[src/rtl/array_lane_packer.sv]
// Packs a stream of ELEM_W-bit elements into NUM_ELEM-lane words, lane 0 first; in_last closes a partial word.
// Latency: out_valid rises one cycle after the accept that closes a word; one element per cycle sustained.
// Backpressure: a held word is never overwritten; in_ready = FILL | out_ready, so a stalled word blocks input.
module array_lane_packer #(
    parameter int ELEM_W   = 4,
    parameter int NUM_ELEM = 3
) (
    input  logic                         clk,
    input  logic                         rst_n,
    input  logic                         in_valid,
    output logic                         in_ready,
    input  logic [ELEM_W-1:0]            in_data,
    input  logic                         in_last,
    output logic                         out_valid,
    input  logic                         out_ready,
    output logic [NUM_ELEM*ELEM_W-1:0]   out_data,
    output logic [NUM_ELEM-1:0]          out_keep,
    output logic [$clog2(NUM_ELEM+1)-1:0] out_count
);

    localparam int IDX_W = (NUM_ELEM > 1) ? $clog2(NUM_ELEM) : 1;
    localparam int CNT_W = $clog2(NUM_ELEM + 1);
    localparam logic [IDX_W-1:0] LAST_IDX = IDX_W'(NUM_ELEM - 1);

    typedef enum logic {
        FILL = 1'b0,
        HOLD = 1'b1
    } state_t;

    state_t           state;
    logic [IDX_W-1:0] idx;
    logic             in_fire;
    logic             out_fire;

    // Input may be taken while collecting, or while the held word leaves this same cycle.
    assign in_ready = (state == FILL) | out_ready;
    assign in_fire  = in_valid & in_ready;
    assign out_fire = out_valid & out_ready;

    // Lane accumulation and FILL/HOLD sequencing; outputs are the accumulating word itself.
    always_ff @(posedge clk) begin
        if (!rst_n) begin
            state     <= FILL;
            idx       <= '0;
            out_valid <= 1'b0;
            out_data  <= '0;
            out_keep  <= '0;
            out_count <= '0;
        end else if (state == FILL) begin
            if (in_fire) begin
                for (int k = 0; k < NUM_ELEM; k++) begin
                    if (idx == IDX_W'(k)) begin
                        out_data[k*ELEM_W +: ELEM_W] <= in_data;
                        out_keep[k]                  <= 1'b1;
                    end
                end
                out_count <= out_count + CNT_W'(1);
                if ((idx == LAST_IDX) || in_last) begin
                    state     <= HOLD;
                    out_valid <= 1'b1;
                    idx       <= '0;
                end else begin
                    idx <= idx + IDX_W'(1);
                end
            end
        end else begin
            if (out_fire) begin
                if (in_fire) begin
                    // Old word leaves while the new element opens a fresh word in lane 0.
                    out_data  <= (NUM_ELEM*ELEM_W)'(in_data);
                    out_keep  <= NUM_ELEM'(1);
                    out_count <= CNT_W'(1);
                    if ((NUM_ELEM == 1) || in_last) begin
                        idx <= '0;
                    end else begin
                        state     <= FILL;
                        out_valid <= 1'b0;
                        idx       <= IDX_W'(1);
                    end
                end else begin
                    state     <= FILL;
                    out_valid <= 1'b0;
                    idx       <= '0;
                    out_data  <= '0;
                    out_keep  <= '0;
                    out_count <= '0;
                end
            end
        end
    end

endmodule
[config.mk]
export PLATFORM = sky130hd
export DESIGN_NAME = array_lane_packer
export DESIGN_NICKNAME = d
export VERILOG_FILES = /design/src/rtl/array_lane_packer.sv
export SDC_FILE = /design/constraint.sdc
export NUM_CORES = 1
export LEC_CHECK = 0
export ABC_CLOCK_PERIOD_IN_PS = 2500
export CAP_MARGIN = 20
export CORE_MARGIN = 3
export CORE_UTILIZATION = 25
export DETAILED_ROUTE_END_ITERATION = 10
export SLEW_MARGIN = 0
export SYNTH_ARGS = -nofsm -noshare
export SYNTH_HDL_FRONTEND = slang
export SYNTH_SLANG_ARGS = --single-unit
[constraint.sdc]
create_clock -name clk -period 2.5 [get_ports clk]
set_input_delay 0.5 -clock clk [delete_from_list [all_inputs] [get_ports clk]]
set_output_delay 0.5 -clock clk [all_outputs]
set_load 0.01 [all_outputs]
==> reports/results.tsv <==
stage	metric	value	unit
floorplan	Die Ht	69.4	µm
clock_network	CTS Sinks	21	
drt	wire per inst	11.7	µm
sta	final setup violation count	0	
grt	gr ovfl total	0	
placed_design	IO buf count	27	
yosys	Synth Area in Adders	0.0374	
worst_setup_path	Top cell by count, worst path	clkdlybuf4s50_1	
grt	first-pass GRT wire length	3750	µm
floorplan	Die W	69.4	µm
worst_hold_path	Min-Delay Path Class	register to register	
power	Clk pwr share	0.311	
grt	initial antenna violation count	0	
clock_network	TritonCTS buffer count	3	
yosys	post-synthesis mux area share	0.0599	
sta	slack of the critical path	0.377	ns
yosys	post-synthesis register bit count	21	
worst_hold_path	hold_sp	out_data[8]	
drt	Vias/cell	4.76	
drt	routed wire length	2200	µm
yosys	largest family of logic cells by synthesized area	simple AND/OR/NAND/NOR gates	
sta	Slew Limit Fails	0	
clock_network	CTS Hold Bufs	0	
finish	number of fill cells	391	
sta	Max Clock Skew	0.00383	ns
clock_network	CTS tree	yes	
drt	1st-iter DRT viols	41	
yosys	xor and xnor area share after synthesis	0	
yosys	Compound-Gate Fraction of Synth Area	0.160	
power	Flop pwr share	0.519	
worst_setup_path	Critical Setup Path Class	primary input to primary output	
floorplan	initial core utilization	0.266	
yosys	Synth Area in Simple Gates	0.269	
yosys	Yosys top cell area share	0.419	
worst_setup_path	slowest CP cell	clkdlybuf4s50_1	
yosys	area leader, netlist	dfxtp_1	
worst_setup_path	CP max FO	2	
grt	gr usage total	0.0940	
placed_design	RD Place Congestion	0.743	
run	max-cap violation count	0	
grt	met3 usage	0.0362	
yosys	Synth Warn #	0	
worst_setup_path	R2R Setup Slk	0.94	ns
power	Max IR drop VDD	0.252	mV
drt	DR pass1 iterations	4	
yosys	post-synthesis cell count	113	
worst_setup_path	Bufs and invs on worst path	2	
worst_hold_path	Hold Path Sink	out_data[8]	
clock_network	clock slew at reported path FFs	0.07	ns
finish	post-layout util	0.357	
sta	Slew HR	0.644	
floorplan	cell row count	22	
finish	antenna diode instance count	0	
yosys	Avg Inst Size Synth	8.88	µm²
sta	Worst Tran Pin Value	0.534	ns
worst_setup_path	Largest delay share family, worst path	buffers and inverters	
sta	Tmin final	2.12	ns
finish	share of cells above drive strength 1	0.0863	
finish	nets	152	
drt	detailed-route via count	890	
grt	vias in the first global route	818	
clock_network	Clock Path Buffers	2	
grt	GR Util met2	0.145	
clock_network	Clock Latency Late Sink	0.26	ns
power	leakage	0.492	nW
worst_setup_path	R2R Path Start	state	
power	Net Sw Frac	0.248	
power	PD cells	523	nW/µm²
clock_network	Post-CTS Resized	0	
power	logic gate share of total power	0.170	
placed_design	dpl ws	0.376	ns
power	Pint	529	µW
grt	GRT met1 Usage	0.124	
sta	Total Neg Setup Slack	0	ns
sta	period utilisation layout	0.849	
finish	Area growth, synth to finish	34.2	%
power	net switching power figure	175	µW
yosys	Post-Syn Area	1000	µm²
worst_setup_path	CP peak stage delay	0.55	ns
yosys	Synth Net Count	125	
yosys	register area share after synthesis	0.419	
sta	fmax	471	MHz
sta	RSZ-0062 raised after global routing	no	
yosys	synth top area cells	dfxtp_1 (42%), nand2_1 (7.1%), mux2i_1 (6.0%), nand3b_1 (6.0%), ha_1 (3.7%)	
outcome	outcome	finished, final reports clean	
floorplan	area of the core	3770	µm²
floorplan	num ports	28	
worst_setup_path	R2R depth	3	
worst_setup_path	Crit path depth	3	
worst_setup_path	crit path launch type	primary input	
placed_design	dpl hpwl	1640	µm
clock_network	postcts setup bufs	0	
worst_hold_path	Min-Delay Path Depth	2	
clock_network	CTS Root Cell	clkbuf_8	
sta	Final Hold Viols	0	
worst_setup_path	RR Endpoint	out_count[1]	
yosys	count of cell types in the netlist	33	
grt	pin count of the biggest net entering global routing	31	
grt	GR peak layer	met2	
worst_setup_path	Req. time, crit path	2.00	ns
floorplan	Die ar.	4810	µm²
power	overall power	704	µW
worst_setup_path	endpoint class of the critical path	primary output	
drt	Routed Antenna Nets	0	
worst_setup_path	CP Cell Sequence	clkdlybuf4s50_1 > nand2b_1 > clkdlybuf4s50_1	
clock_network	H-tree lvl count	1	
drt	drc violations	0	
worst_setup_path	Critical Path AT	1.62	ns
## logic make-up after synthesis
family          Yosys count
compound gates           23
fa+ha+maj                 3
buf+inv                   9
flops                    21
mux                       6
simple gates             51
## tightest hold or removal path, cell delays in order (launching register included)
cell	delay (ns)
dfxtp_1	0.31
nand2_1	0.05
mux2i_1	0.05
## per-layer routing
| layer | vias up | part of all wire |
|---|---|---|
| met1 | 418 | 0.47 |
| met2 | 24 | 0.46 |
| met3 | 2 | 0.063 |
| met4 | 0 | 0.0036 |
| met5 | - | 0 |
| li1 | 446 | - |
## cell type report
cell class                      instances  area (µm²)  share of cell area
Clock buffer                            4        45.0              0.0335
Inverter                                2        7.51             0.00558
Multi-Input combinational cell         83         528               0.392
Sequential cell                        21         420               0.312
Tap cell                               48        60.1              0.0446
Timing Repair Buffer                   29         285               0.212
## Yosys cell counts
cell,number
o21ai_0,1
o32ai_2,1
o22ai_1,4
buf_6,2
nand2b_1,2
and3_1,2
nor2_2,1
nand4b_1,1
buf_4,1
nor2_1,6
ha_1,3
nand3_2,1
o21a_1,2
mux2i_1,6
nand2_1,19
a21boi_0,1
buf_2,2
nor3_2,1
nor3_1,1
nor2b_1,1
nand2_2,1
a21boi_1,3
o211ai_1,1
a21oi_1,3
nand3_1,6
a21bo_2,2
clkbuf_1,2
a31oi_1,1
o21ai_1,4
and3b_1,1
inv_1,2
dfxtp_1,21
nand3b_1,8
## per-stage QoR
step	cells	cell area, µm²	hold slack, ns
after floorplan	113	1000	0.463
after global placement	183	1300	0.445
after detailed placement	183	1300	0.449
after CTS	187	1350	0.464
after global routing	187	1350	0.480
final	187	1350	0.460
## worst max-delay path by stage
| stage | slack, ns | end | start |
|---|---|---|---|
| 2_1_floorplan | 1.30 | out_data[1] | idx[0] |
| 3_3_place_gp | 0.39 | in_ready | out_ready |
| 3_5_place_dp | 0.38 | in_ready | out_ready |
| 4_1_cts | 0.37 | in_ready | out_ready |
| 5_1_grt | 0.34 | in_ready | out_ready |
| 6_report | 0.38 | in_ready | out_ready |
## placed cells by master, fill, tap and decap left out, types with 2 or more instances in the layout
| cell | count |
|---|---|
| a21bo_2 | 2 |
| o22ai_1 | 4 |
| nand3b_1 | 8 |
| clkbuf_8 | 3 |
| a21boi_1 | 3 |
| a21oi_1 | 3 |
| nand2b_1 | 2 |
| nand3_1 | 6 |
| clkdlybuf4s50_1 | 27 |
| o21a_1 | 2 |
| ha_1 | 3 |
| mux2i_1 | 6 |
| inv_1 | 2 |
| and3_1 | 2 |
| nand2_1 | 19 |
| buf_4 | 2 |
| dfxtp_1 | 21 |
| o21ai_1 | 4 |
| nor2_1 | 6 |
## flip-flops by register name (all words and copies together), names as in the netlist
| signal | cells |
|---|---|
| out_data | 12 |
| out_keep | 3 |
| idx | 2 |
| out_count | 2 |
| out_valid | 1 |
| state | 1 |
## power groups by stage
stage	registers, mW	clock network, mW	logic (mW)
6_report	0.365	0.219	0.119
5_1_grt	0.369	0.242	0.132
4_1_cts	0.366	0.226	0.121
3_5_place_dp	0.373	0	0.120
3_3_place_gp	0.373	0	0.119
2_1_floorplan	0.374	0	0.0661
Note: power is estimated with default switching activity, not from simulation.
